## src/rtl/fifo_sync_param.sv

```systemverilog
// Synchronous single-clock FIFO with registered read data, occupancy-decoded
// status flags and sticky overflow/underflow error flags.
module fifo_sync_param #(
  parameter int unsigned DATA_WIDTH       = 8,
  parameter int unsigned ADDR_WIDTH       = 3,
  parameter int unsigned ALMOST_EMPTY_LVL = 2,
  parameter int unsigned ALMOST_FULL_LVL  = 6
) (
  input  logic                  clk,
  input  logic                  Reset,
  input  logic                  Enable,
  input  logic                  write_enable,
  input  logic                  read_enable,
  input  logic                  err_clear,
  input  logic [DATA_WIDTH-1:0] FIFO_data_in,
  output logic [DATA_WIDTH-1:0] FIFO_data_out,
  output logic                  FIFO_data_valid,
  output logic [ADDR_WIDTH:0]   FIFO_count,
  output logic                  FIFO_empty,
  output logic                  FIFO_full,
  output logic                  FIFO_almost_empty,
  output logic                  FIFO_almost_full,
  output logic                  FIFO_overflow,
  output logic                  FIFO_underflow
);

  localparam int unsigned DEPTH = 2 ** ADDR_WIDTH;

  // Count thresholds at the count register's width.
  localparam logic [ADDR_WIDTH:0] CountFull = {1'b1, {ADDR_WIDTH{1'b0}}};
  localparam logic [ADDR_WIDTH:0] AeLvl     = ALMOST_EMPTY_LVL[ADDR_WIDTH:0];
  localparam logic [ADDR_WIDTH:0] AfLvl     = ALMOST_FULL_LVL[ADDR_WIDTH:0];

  logic [DATA_WIDTH-1:0] mem_q [DEPTH];

  logic [ADDR_WIDTH-1:0] wr_ptr_q, wr_ptr_d;
  logic [ADDR_WIDTH-1:0] rd_ptr_q, rd_ptr_d;
  logic [ADDR_WIDTH:0]   count_q, count_d;
  logic [DATA_WIDTH-1:0] data_q, data_d;
  logic                  valid_q, valid_d;
  logic                  ovf_q, ovf_d;
  logic                  udf_q, udf_d;

  logic rd_acc, wr_acc;

  // Status flags decoded straight from the count register.
  always_comb begin
    FIFO_empty        = (count_q == '0);
    FIFO_full         = (count_q == CountFull);
    FIFO_almost_empty = (count_q != '0) && (count_q <= AeLvl);
    FIFO_almost_full  = (count_q != CountFull) && (count_q >= AfLvl);
  end

  // Access acceptance; a read frees a slot so a write into a full FIFO can proceed.
  always_comb begin
    rd_acc = Enable & read_enable & ~FIFO_empty;
    wr_acc = Enable & write_enable & (~FIFO_full | rd_acc);
  end

  // Next-state for pointers, count, read data and sticky errors.
  always_comb begin
    wr_ptr_d = wr_ptr_q;
    rd_ptr_d = rd_ptr_q;
    count_d  = count_q;
    data_d   = data_q;
    valid_d  = 1'b0;
    ovf_d    = ovf_q;
    udf_d    = udf_q;

    if (rd_acc) begin
      rd_ptr_d = rd_ptr_q + 1'b1;
      data_d   = mem_q[rd_ptr_q];
      valid_d  = 1'b1;
    end
    if (wr_acc) begin
      wr_ptr_d = wr_ptr_q + 1'b1;
    end

    unique case ({wr_acc, rd_acc})
      2'b10:   count_d = count_q + 1'b1;
      2'b01:   count_d = count_q - 1'b1;
      default: count_d = count_q;
    endcase

    // Clear first so a coincident error condition wins.
    if (err_clear) begin
      ovf_d = 1'b0;
      udf_d = 1'b0;
    end
    if (Enable & write_enable & ~wr_acc) begin
      ovf_d = 1'b1;
    end
    if (Enable & read_enable & FIFO_empty) begin
      udf_d = 1'b1;
    end
  end

  // Control and output registers with synchronous active-low reset.
  always_ff @(posedge clk) begin
    if (!Reset) begin
      wr_ptr_q <= '0;
      rd_ptr_q <= '0;
      count_q  <= '0;
      data_q   <= '0;
      valid_q  <= 1'b0;
      ovf_q    <= 1'b0;
      udf_q    <= 1'b0;
    end else begin
      wr_ptr_q <= wr_ptr_d;
      rd_ptr_q <= rd_ptr_d;
      count_q  <= count_d;
      data_q   <= data_d;
      valid_q  <= valid_d;
      ovf_q    <= ovf_d;
      udf_q    <= udf_d;
    end
  end

  // Storage array is never reset; writes are suppressed while reset is asserted.
  always_ff @(posedge clk) begin
    if (Reset && wr_acc) begin
      mem_q[wr_ptr_q] <= FIFO_data_in;
    end
  end

  assign FIFO_data_out   = data_q;
  assign FIFO_data_valid = valid_q;
  assign FIFO_count      = count_q;
  assign FIFO_overflow   = ovf_q;
  assign FIFO_underflow  = udf_q;

endmodule

```

## config.mk

```make
export PLATFORM = sky130hd
export DESIGN_NAME = fifo_sync_param
export DESIGN_NICKNAME = d
export VERILOG_FILES = /design/src/rtl/fifo_sync_param.sv
export SDC_FILE = /design/constraint.sdc
export NUM_CORES = 1
export LEC_CHECK = 0
export BUFFER_PORTS_ARGS = -buffer_cell sky130_fd_sc_hd__buf_2
export CAP_MARGIN = 20
export CORE_MARGIN = 2
export CORE_UTILIZATION = 40
export CTS_BUF_LIST = sky130_fd_sc_hd__clkbuf_4
export DETAILED_ROUTE_END_ITERATION = 8
export PLACE_DENSITY = 0.56
export SLEW_MARGIN = 10
export SYNTH_ARGS = -nofsm -noshare
export SYNTH_HDL_FRONTEND = slang
export SYNTH_SLANG_ARGS = --single-unit
```

## constraint.sdc

```tcl
create_clock -name clk -period 2.92 [get_ports clk]
set_input_delay 0.146 -clock clk [delete_from_list [all_inputs] [get_ports clk]]
set_output_delay 0.146 -clock clk [all_outputs]
set_load 0.005 [all_outputs]
```

**Yosys cells after proc, flatten, opt, wreduce, memory -nomap -nowiden**

Memory sizes are Yosys's and may differ from the RTL's. A register that Yosys moved wholly into a read port is not among the register bits.
Index checks and enable logic that the tools add are counted.

- Register bits: 13
- Output and inout port bits: 19
- Memories kept: 1
- RAM bits: 64
- Logic and storage cells: 43

Memory list:

| name | depth | width | read ports | clocked after memory_dff | wr ports | RTL line | RTL |
|---|---|---|---|---|---|---|---|
| mem_q | 8 | 8 | 1 | 1 | 1 | 34 | `logic [DATA_WIDTH-1:0] mem_q [DEPTH];` |

- Eq/ne operators: 4
- Reductions and logical operators: 9
- Multiplexer cells: 7
- Bitwise operators: 10
- Magnitude comparators: 2
- $add $sub $neg: 4

Operators by type and width:

| operator | count |
|---|---|
| 4-bit case mux with 2 select lines | 1 |
| 3-bit by 1-bit adder with 3-bit output, second input constant | 2 |
| 1-bit AND | 6 |
| 1-bit two-way mux | 6 |
| 2-bit nonzero test | 3 |
| 4-bit by 1-bit adder with 4-bit output, second input constant | 1 |
| 4-bit == test, second input constant | 1 |
| 4-bit by 3-bit >= comparator with 1-bit output, second input constant | 1 |
| 4-bit by 2-bit <= comparator with 1-bit output, second input constant | 1 |
| 4-bit logical NOT | 1 |
| 4-bit inequality test, second input constant | 1 |
| 4-bit nonzero test | 1 |
| 4-bit by 1-bit subtractor with 4-bit output, second input constant | 1 |
| 1-bit logical AND | 3 |
| 1-bit NOT | 3 |
| 2-bit by 1-bit == test with 1-bit output, second input constant | 1 |
| 2-bit == test, second input constant | 1 |
| 1-bit logical NOT | 1 |
| 1-bit bitwise OR | 1 |

**Longest topological paths before layout**

Gate-level depths: netlist (run 1).

- Word-level depth: 8
- Mapped depth: 9

**Worst setup path before layout (run 1)**

Ideal clock, no wire load.

- Kind: register -> register
- Start: register count_q[1] (netlist: FIFO_count[1])
- End: memory mem_q[4][0] (enable)
- Data required time: 2.537 ns
- Period minus slack after synthesis: 2.221 ns
- Arrival time: 1.837 ns
- Cell stages (with the launch flop): 6
- Path buffers: 1
- Library setup time: 0.383 ns
- Setup slack: 0.699 ns
- Cell sequence: dfxtp_1 buf_2 nor3_2 a31oi_1 nand3_1 nor3_1

- Longest elaborated chain between the ends: 8

RTL lines:

| item | RTL line | RTL |
|---|---|---|
| start: declaration | 38 | `logic [ADDR_WIDTH:0] count_q, count_d;` |
| start signal: assignment | 111 | `count_q <= count_d;` |
| 4-bit logical NOT | 48 | `FIFO_empty = (count_q == '0);` |
| 1-bit NOT | 56 | `rd_acc = Enable & read_enable & ~FIFO_empty;` |
| 1-bit AND | 56 |  |
| 1-bit bitwise OR * | 57 | `wr_acc = Enable & write_enable & (~FIFO_full \| rd_acc);` |
| 1-bit AND * | 57 |  |
| 1-bit logical AND * | 121 | `if (Reset && wr_acc) begin` |
| 1-bit two-way mux * | 121 |  |
| 1-bit two-way mux (not written as such) * | 122 | `mem_q[wr_ptr_q] <= FIFO_data_in;` |
| end: declaration | 34 |  |

Every way passes the cells marked *; elsewhere a longest branch is shown, timed or not.

**Final worst setup path (run 1)**

- Start: register count_q[1] (netlist: FIFO_count[1])
- End: memory mem_q[7][3] (enable)

The elaborated chain is that of the path after synthesis.

==> results of run 1 <==
-- cell usage in the layout (no fill, tap or decap), types with 2 or more instances in the layout --
cell / n
o22ai_1: 8
inv_1: 4
dlygate4sd3_1: 8
ha_1: 3
xnor2_1: 2
nand2b_1: 4
nand2_1: 8
a21oi_1: 4
and2_1: 5
clkinvlp_4: 2
nor3_1: 4
clkbuf_4: 11
edfxtp_1: 64
mux4_2: 16
nor2_1: 15
clkinv_4: 2
nor2_2: 2
xor2_1: 3
nand3_1: 7
mux2i_1: 4
dfxtp_1: 21
o21ai_0: 11
and3_1: 2
clkinv_2: 2
buf_2: 32
o32ai_1: 2
buf_4: 7
-- layout make-up --
class | count | area (µm²) | share of cell area, %
clock buffer | 11 | 82.6 | 2.12
sequential | 85 | 2340 | 60.2
timing repair buffer | 47 | 293 | 7.52
tap | 105 | 131 | 3.38
inverter | 5 | 20.0 | 0.514
clock inverter | 5 | 37.5 | 0.964
multi-input combinational | 117 | 986 | 25.3
-- registers in the layout, summed over array words and instances (netlist names) --
name and count:
FIFO_data_out 8, mem_q 64, wr_ptr_q 3, FIFO_underflow 1
FIFO_data_valid 1, rd_ptr_q 3, FIFO_count 4, FIFO_overflow 1
-- through the flow --
step | instances | power [mW] | utilization, % | area (µm²)
3_5_place_dp | 351 | 1.54 | 44.9 | 3690
5_1_grt | 375 | 2.21 | 47.4 | 3890
3_3_place_gp | 351 | 1.54 | 44.9 | 3690
4_1_cts | 374 | 2.13 | 47.3 | 3880
2_1_floorplan | 216 | 1.47 | - | 3400
6_report | 375 | 2.11 | 47.4 | 3890
-- timing repair --
action | 4_1_cts | 5_1_grt
hold endpoints to repair | 56 | 1
hold buffers | 7 | 1
setup buffers | 0 | 0
-- final timing paths --
| kind | slack (ns) | startpoint | cells after the start | endpoint |
|---|---|---|---|---|
| hold reg to reg | 0.52 | FIFO_data_out[5] | 2 | FIFO_data_out[5] |
| setup reg to reg | 0.48 | FIFO_count[1] | 4 | mem_q[7][3] |
| setup / recovery | 0.48 | FIFO_count[1] | 4 | mem_q[7][3] |
| hold / removal | 0.05 | err_clear | 3 | FIFO_underflow |
-- critical path, stage by stage, from the launching register on --
cell	delay (ns)
dfxtp_1	0.53
nor3_2	0.14
a31oi_1	0.52
nand3_1	0.24
nor2_1	0.66
-- cells by family after synthesis --
group	share of synthesized area (%)
XOR/XNOR	1.29
AND/OR/NAND/NOR	8.90
buffers and inverters	2.13
AO/OA/AOI/OAI	5.92
flip-flops	68.9
multiplexers	11.8
adder cells (fa/ha/maj)	1.10
-- per-layer routing --
metal	routed length, µm	share of wire [%]
met1	3020	46
met2	3190	49
met3	264	4.0
met4	82	1.2
met5	0	0
-- report_power, final --
part | internal [mW] | switching [mW] | total (mW) | leakage (nW)
registers | 1.32 | 0.0176 | 1.33 | 0.747
clock network | 0.195 | 0.396 | 0.591 | 0.0630
logic | 0.0839 | 0.0956 | 0.180 | 0.557
total | 1.60 | 0.509 | 2.11 | 1.37
==> results.py, run 1 <==
metrics = {
    "run_status": {
        "status": "finished, final reports clean",
    },
    "clocking": {
        "path_clk_slew_ns": 0.13,
        "cts_root_buffer": "clkbuf_4",
        "clk_latency_ns": 0.44,
        "h-tree-depth": 3,
        "cts_resized": 0,
        "cts_tree": "yes",
        "cts_buffers": 9,
        "clk_path_buf_depth": 2,
        "clock_sinks": 85,
    },
    "pwr": {
        "p_leak_nw": 1.37,
        "ir_worst_vdd_mv": 0.232,
        "powerDensity_nw_per_um2": 541,
    },
    "logic_synthesis": {
        "async_reset_ff_share_pct": 0,
        "ys_seq_area_share_pct": 68.9,
        "netlist_top_cells_area": "edfxtp_1 57%, dfxtp_1 12%, mux4_2 11%",
        "synth_largest_area_cell": "edfxtp_1",
        "synthTopCellsByCount": "64 x edfxtp_1, 21 x dfxtp_1, 16 x mux4_2, 15 x nor2_1, 11 x o21ai_0",
        "synth_area_um2": 3400,
        "synthFlopType": "edfxtp_1",
        "synth_edf_count": 64,
        "avgSynthCellArea_um2": 15.7,
        "synth_top_area_share_pct": 56.5,
        "synth_fp_nets": 233,
        "synth.most_common_cell": "edfxtp_1",
        "yosys.cell_types.count": 42,
        "ys_ff_latch": 85,
        "yosysWarnings": 0,
        "netlist_instances": 216,
    },
    "finish": {
        "drive_gt1_share_pct": 30.0,
        "nFillCells": 730,
        "final_nets": 282,
        "syn_to_final_growth_pct": 14.5,
        "antenna_cells": 0,
    },
    "sta": {
        "fin_crit_ns": 2.44,
        "fin_skew_ns": 0.0152,
        "finalHoldViolCount": 0,
        "fin_ws_ns": 0.480,
        "fin_setup_tns_ns": 0,
        "rsz0062_at_grt": "no",
        "fin_crit_sh_pct": 83.6,
        "max_freq_mhz": 410,
        "final_max_slew_viol_count": 0,
        "slew_headroom_pct": 42.0,
        "timing.hold.ws_ns": 0.0461,
        "worstMarginPinSlew_ns": 0.869,
        "setup_violations": 0,
    },
    "grt": {
        "first_global_vias": 1916,
        "grt_pass1_wl_mm": 10.5,
        "grt_max_degree": 27,
        "antenna_found_initial": 0,
        "grtUsageMet1_pct": 20.6,
        "top_usage_layer": "met2",
        "grt-ovfl-total": 0,
        "grt_use_met3_pct": 5.72,
        "met2_usage_pct": 26.2,
        "track_usage_pct": 16.3,
    },
    "worst_setup_path": {
        "end_kind": "flip-flop",
        "crit_fanout": 11,
        "worstPathArrival_ns": 2.52,
        "cp.required_ns": 3.00,
        "critical_path_class": "reg2reg",
        "cp-start-kind": "flip-flop",
    },
    "place": {
        "pre_cts_slack_ns": 0.487,
        "gp_congestion": 0.761,
        "dp_hpwl_mm": 4.26,
        "io_buffers": 32,
    },
    "floorplan": {
        "pin_count": 33,
        "core_area_um2": 8220,
        "rows": 33,
        "start_util_pct": 41.4,
        "die_h_um": 96.2,
        "die_w_um": 96.2,
        "die_area_um2": 9260,
    },
    "routing": {
        "drc": 0,
        "dr_total_vias": 1940,
        "wl_per_cell_um": 17.5,
        "first_pass_iters": 4,
        "drtIter0Drc": 137,
        "viasPerCell": 5.17,
        "postRouteAntennaNets": 0,
        "wl_mm": 6.56,
    },
    "run": {
        "max_cap_viol_count": 0,
    },
    "worst_hold_path": {
        "min_path_type": "in2reg",
    },
}
(Power assumes the default switching activity.)
==> run 2, diff against run 1 <==
==> constraint.sdc (replaced) <==
create_clock -name clk -period 2.5 [get_ports clk]
set_input_delay 0.125 -clock clk [delete_from_list [all_inputs] [get_ports clk]]
set_output_delay 0.125 -clock clk [all_outputs]
set_load 0.005 [all_outputs]
==> run 2 against run 1 <==
Routed wire length fell by 0.46%; sequential power rose by 17%; hold slack got worse by 0.015 ns; power rose by 22%; register-to-register slack got worse by 0.15 ns; critical path type unchanged; flip-flop and latch count did not move; setup slack got worse by 0.15 ns; sequential share of layout area fell by 1.3 points; final area rose by 2.3%.
==> results.py, run 2 (synthesis results as in run 1) <==
metrics = {
    "finish": {
        "multiInputGateArea_um2": 986,
        "regMostFlops": "mem_q",
        "largest_reg_flops": 64,
        "finalInstanceArea_um2": 3980,
        "syn_to_final_growth_pct": 17.1,
        "instances_no_fill": 382,
        "antenna_cells": 0,
        "drive_gt1_share_pct": 32.1,
        "final_nets": 289,
        "nFillCells": 726,
        "post-route-util_pct": 48.5,
        "seqCellArea_um2": 2340,
        "final_cell_mix": "64 x edfxtp_1, 32 x buf_2, 21 x dfxtp_1",
        "layout_commonest_cell": "edfxtp_1",
    },
    "sta": {
        "final_max_slew_viol_count": 0,
        "max_freq_mhz": 461,
        "worstMarginPinSlew_ns": 0.588,
        "fin_setup_tns_ns": 0,
        "rsz0062_at_grt": "no",
        "slew_headroom_pct": 60.6,
        "fin_crit_ns": 2.17,
        "fin_ws_ns": 0.333,
        "fin_skew_ns": 0.0181,
        "finalHoldViolCount": 0,
        "timing.hold.ws_ns": 0.0310,
        "setup_violations": 0,
        "fin_crit_sh_pct": 86.7,
    },
    "place": {
        "dp_hpwl_mm": 4.31,
        "gp_congestion": 0.774,
        "io_buffers": 32,
        "dpl_cell_area_um2": 3760,
        "numPlacedInstances": 359,
        "pre_cts_slack_ns": 0.353,
    },
    "clocking": {
        "clock_sinks": 85,
        "clk_path_buf_depth": 2,
        "clk_latency_ns": 0.41,
        "cts_setup_buffers": 0,
        "path_clk_slew_ns": 0.14,
        "cts_root_buffer": "clkbuf_4",
        "h-tree-depth": 3,
        "cts_buffers": 9,
        "cts_tree": "yes",
    },
    "worst_setup_path": {
        "cp.required_ns": 2.63,
        "critical_path_class": "reg2reg",
        "critPathMaxStageDelay_ns": 0.53,
        "cpLargestDelayFamily": "simple AND/OR/NAND/NOR gates",
        "crit_path_cell_trace": "nor3_2 -> a31oi_1 -> nand3_1 -> nor3_1 -> buf_4",
        "cp-start-kind": "flip-flop",
        "worstPathArrival_ns": 2.30,
        "crit_path_top_delay_cell": "dfxtp_1",
        "crit_buf_inv": 1,
        "crit_fanout": 11,
        "end_kind": "flip-flop",
    },
    "grt": {
        "track_usage_pct": 15.7,
        "grt_max_degree": 27,
        "grt-ovfl-total": 0,
        "grt_pass1_wl_mm": 10.3,
        "antenna_found_initial": 0,
        "first_global_vias": 1945,
    },
    "routing": {
        "drtIter0Drc": 122,
        "viasPerCell": 5.14,
        "dr_total_vias": 1964,
        "postRouteAntennaNets": 0,
        "first_pass_iters": 4,
        "wl_per_cell_um": 17.1,
        "drc": 0,
        "wl_mm": 6.53,
    },
    "floorplan": {
        "die_h_um": 96.2,
        "die_area_um2": 9260,
        "start_util_pct": 41.4,
        "pin_count": 33,
        "die_w_um": 96.2,
        "core_area_um2": 8220,
        "rows": 33,
    },
    "run": {
        "max_cap_viol_count": 0,
    },
    "pwr": {
        "powerDensity_nw_per_um2": 645,
        "p_leak_nw": 1.43,
        "ir_worst_vdd_mv": 0.289,
        "power_mw": 2.57,
    },
    "worst_hold_path": {
        "min_path_type": "in2reg",
    },
    "run_status": {
        "status": "finished, final reports clean",
    },
}
==> run 2: cell types whose count changed in the layout (fill, tap and decap cells not counted) <==
cell           delta
bufinv_16         +1
clkbuf_4          +1
buf_12            +1
dlygate4sd3_1     -1
clkinvlp_4        -2
clkinv_2          -1
inv_6             +1
buf_4             +7
==> run 2: final timing paths <==
path	from	endpoint	slack [ns]	cells after the start
setup / recovery	FIFO_count[1]	mem_q[0][7]	0.33	5
hold reg to reg	FIFO_data_out[5]	FIFO_data_out[5]	0.53	2
setup reg to reg	FIFO_count[1]	mem_q[0][7]	0.33	5
hold / removal	FIFO_data_in[7]	mem_q[7][7]	0.03	1
==> run 2: final cells by class <==
cell class | instances | area share, %
clock buffer | 12 | 2.26
clock inverter | 4 | 1.41
inverter | 5 | 0.503
multi-input combinational | 117 | 24.8
sequential | 85 | 58.8
tap | 105 | 3.30
timing repair buffer | 54 | 8.93
==> run 2: repair_timing <==
item | CTS | global route
endpoints found under the setup margin | 0 | 0
endpoints found under the hold margin | 44 | 4
hold buffers | 6 | 1
gates resized for setup | 0 | 0
==> run 2: power breakdown <==
| group | leakage, nW | internal, mW | total (mW) | switching (mW) |
|---|---|---|---|---|
| Sequential | 0.747 | 1.54 | 1.56 | 0.0221 |
| Combinational | 0.599 | 0.101 | 0.212 | 0.111 |
| Clock | 0.0821 | 0.347 | 0.795 | 0.448 |
| Total | 1.43 | 1.99 | 2.57 | 0.581 |
==> run 2: metal layers <==
metal  share of wire (%)  vias to the layer above  routed length (µm)  global-route usage [%]
met4                 1.3                        0                  84                    6.07
met1                  46                      966                3040                    20.6
met3                 3.2                       10                 210                    3.52
met2                  49                       34                3200                    25.4
li1                    -                      954                   -                       -
met5                   0                        -                   0                       0
==> run 3, diff against run 2 <==
--- a/config.mk
+++ b/config.mk
@@ -5,13 +5,13 @@
 export SDC_FILE = /design/constraint.sdc
 export NUM_CORES = 1
 export LEC_CHECK = 0
+export ABC_AREA = 1
 export BUFFER_PORTS_ARGS = -buffer_cell sky130_fd_sc_hd__buf_2
 export CAP_MARGIN = 20
 export CORE_MARGIN = 2
 export CORE_UTILIZATION = 40
 export CTS_BUF_LIST = sky130_fd_sc_hd__clkbuf_4
 export DETAILED_ROUTE_END_ITERATION = 8
-export PLACE_DENSITY = 0.56
 export SLEW_MARGIN = 10
 export SYNTH_ARGS = -nofsm -noshare
 export SYNTH_HDL_FRONTEND = slang
==> run 3 against run 2 <==
First-iteration DRC count up 37%; sequential share of layout area fell by 0.60 points; flip-flop and latch count is the same; largest cell class unchanged; maximum frequency increased by 4.8%; critical endpoint is now mem_q[3][3]; final area is 1.0% higher.
==> results.py, run 3 <==
metrics = {
    "clocking": {
        "cts_buffers": 9,
        "cts_root_buffer": "clkbuf_4",
        "path_clk_slew_ns": 0.14,
        "cts_tree": "yes",
        "clk_latency_ns": 0.43,
        "h-tree-depth": 3,
        "clk_path_buf_depth": 2,
        "clock_sinks": 85,
    },
    "floorplan": {
        "start_util_pct": 41.4,
        "pin_count": 33,
        "core_area_um2": 8720,
        "die_h_um": 99.0,
        "rows": 34,
        "die_area_um2": 9810,
        "die_w_um": 99.0,
    },
    "logic_synthesis": {
        "synthFlopType": "edfxtp_1",
        "ys_seq_area_share_pct": 64.8,
        "ys_ff_latch": 85,
        "async_reset_ff_share_pct": 0,
        "yosys.cell_types.count": 29,
        "synth_edf_count": 64,
        "synth_area_um2": 3610,
        "netlist_instances": 333,
        "synth_top_area_share_pct": 53.2,
        "avgSynthCellArea_um2": 10.9,
        "synth_fp_nets": 350,
        "synth_largest_area_cell": "edfxtp_1",
        "yosysWarnings": 0,
        "synthTopCellsByCount": "66 x nor2_1, 64 x edfxtp_1, 32 x nand2_1, 21 x dfxtp_1, 21 x nand3_1",
        "synth.most_common_cell": "nor2_1",
        "netlist_top_cells_area": "edfxtp_1 53%, dfxtp_1 12%, nor2_1 6.9%",
    },
    "finish": {
        "nFillCells": 824,
        "antenna_cells": 0,
        "multiInputGateArea_um2": 1100,
        "final_cell_mix": "66 x nor2_1, 64 x edfxtp_1, 32 x nand2_1, 32 x buf_2",
        "layout_commonest_cell": "nor2_1",
        "seqCellArea_um2": 2340,
        "largest_reg_flops": 64,
        "regMostFlops": "mem_q",
        "final_nets": 387,
        "drive_gt1_share_pct": 19.7,
        "syn_to_final_growth_pct": 11.3,
        "instances_no_fill": 483,
    },
    "sta": {
        "fin_skew_ns": 0.0217,
        "setup_violations": 0,
        "max_freq_mhz": 483,
        "worstMarginPinSlew_ns": 0.634,
        "rsz0062_at_grt": "no",
        "fin_crit_sh_pct": 82.7,
        "fin_crit_ns": 2.07,
        "finalHoldViolCount": 0,
        "slew_headroom_pct": 57.6,
        "final_max_slew_viol_count": 0,
        "fin_setup_tns_ns": 0,
    },
    "grt": {
        "track_usage_pct": 15.9,
        "antenna_found_initial": 0,
        "first_global_vias": 2313,
        "grt-ovfl-total": 0,
        "grt_pass1_wl_mm": 11.4,
        "grt_max_degree": 35,
    },
    "worst_setup_path": {
        "critical_path_class": "reg2reg",
        "startpoint": "FIFO_count[1]",
        "worstPathArrival_ns": 2.13,
        "cp.required_ns": 2.56,
        "end_kind": "flip-flop",
        "crit_fanout": 16,
        "cp-start-kind": "flip-flop",
        "r2r-start": "FIFO_count[1]",
    },
    "pwr": {
        "p_sw_mw": 0.712,
        "power_frac_seq_pct": 60.5,
        "swShare_pct": 27.4,
        "p_leak_nw": 1.49,
        "p_int_mw": 1.89,
        "powerDensity_nw_per_um2": 646,
        "p_comb_share_pct": 13.1,
        "clock_power_share_pct": 26.4,
        "ir_worst_vdd_mv": 0.240,
    },
    "routing": {
        "postRouteAntennaNets": 0,
        "viasPerCell": 5.11,
        "drtIter0Drc": 167,
        "wl_per_cell_um": 15.6,
        "first_pass_iters": 4,
        "dr_total_vias": 2468,
        "wl_mm": 7.53,
        "drc": 0,
    },
    "place": {
        "dp_hpwl_mm": 5.21,
        "io_buffers": 32,
        "gp_congestion": 0.837,
        "numPlacedInstances": 461,
    },
    "run": {
        "max_cap_viol_count": 0,
    },
    "worst_hold_path": {
        "hold_start": "FIFO_data_in[6]",
        "min_path_type": "in2reg",
    },
    "run_status": {
        "status": "finished, final reports clean",
    },
}
## run 3: cell types whose count changed after synthesis, sizes merged, moves of 5 or more
cell	before	now
nand2	9	38
and2	6	0
inv	4	22
o22ai	9	0
o21ai	11	40
mux4	16	0
buf	6	11
nor2	17	68
nand3	8	25
a21oi	4	20
o211ai	1	8
## run 3: kinds of logic after synthesis
logic type | share of synthesized area (%)
AND/OR/NAND/NOR | 19.2
adder cells (fa/ha/maj) | 1.04
flip-flops | 64.8
AO/OA/AOI/OAI | 10.2
buffers and inverters | 4.78
## run 3: worst max-delay path, cell delays in order, from the launching register on
cell     delay [ns]
dfxtp_1        0.53
nor2_4         0.08
nand2_4        0.13
nand2_8        0.11
nand2_4        0.09
nand2_4        0.08
inv_4          0.09
nand3_4        0.08
nor2_1         0.51
## run 3: cell type report
type	instances	area share, %
clock buffers	11	2.05
clock inverters	5	0.902
inverters	24	2.30
multi-input cells	210	27.3
flip-flops and latches	85	58.2
well taps	108	3.36
repair buffers	40	5.85
## run 3: path summary, 6_finish.rpt
| kind | to | slack [ns] | depth (start not counted) |
|---|---|---|---|
| min reg2reg | FIFO_data_out[1] | 0.47 | 2 |
| max | mem_q[3][3] | 0.43 | 8 |
| min | mem_q[7][6] | 0.04 | 1 |
| max reg2reg | mem_q[3][3] | 0.43 | 8 |
## run 3: repair_timing
action / CTS / global route
buffers inserted: 0 / 0
gates resized for setup: 0 / 0
hold endpoints to repair: 7 / 8
hold buffers: 3 / 3
## run 3: metal layers
metal,up-vias,part of all wire (%),global-route usage [%]
met1,1154,42,19.7
met5,-,0,0
met3,13,5.8,4.54
met4,0,2.2,6.22
li1,1231,-,-
met2,70,50,26.2
## run 3: power groups by stage
stage | clock network [mW] | registers [mW] | logic, mW
detailed placement | 0 | 1.60 | 0.336
finish | 0.686 | 1.57 | 0.339
global placement | 0 | 1.60 | 0.333
global route | 0.753 | 1.58 | 0.382
floorplan | 0 | 1.60 | 0.230
CTS | 0.705 | 1.57 | 0.340
## run 3: per-stage QoR
| stage | utilization (%) | worst slack (ns) | power (mW) | hold WS [ns] | area, µm² |
|---|---|---|---|---|---|
| 6_report | 46.1 | 0.432 | 2.60 | 0.0380 | 4020 |
| 2_1_floorplan | - | 0.705 | 1.83 | 0.224 | 3610 |
| 4_1_cts | 45.8 | 0.415 | 2.62 | 0.0124 | 3990 |
| 5_1_grt | 46.1 | 0.263 | 2.71 | 0.00196 | 4020 |
| 3_3_place_gp | 44.1 | 0.481 | 1.94 | 0.397 | 3840 |
| 3_5_place_dp | 44.1 | 0.431 | 1.94 | 0.400 | 3840 |
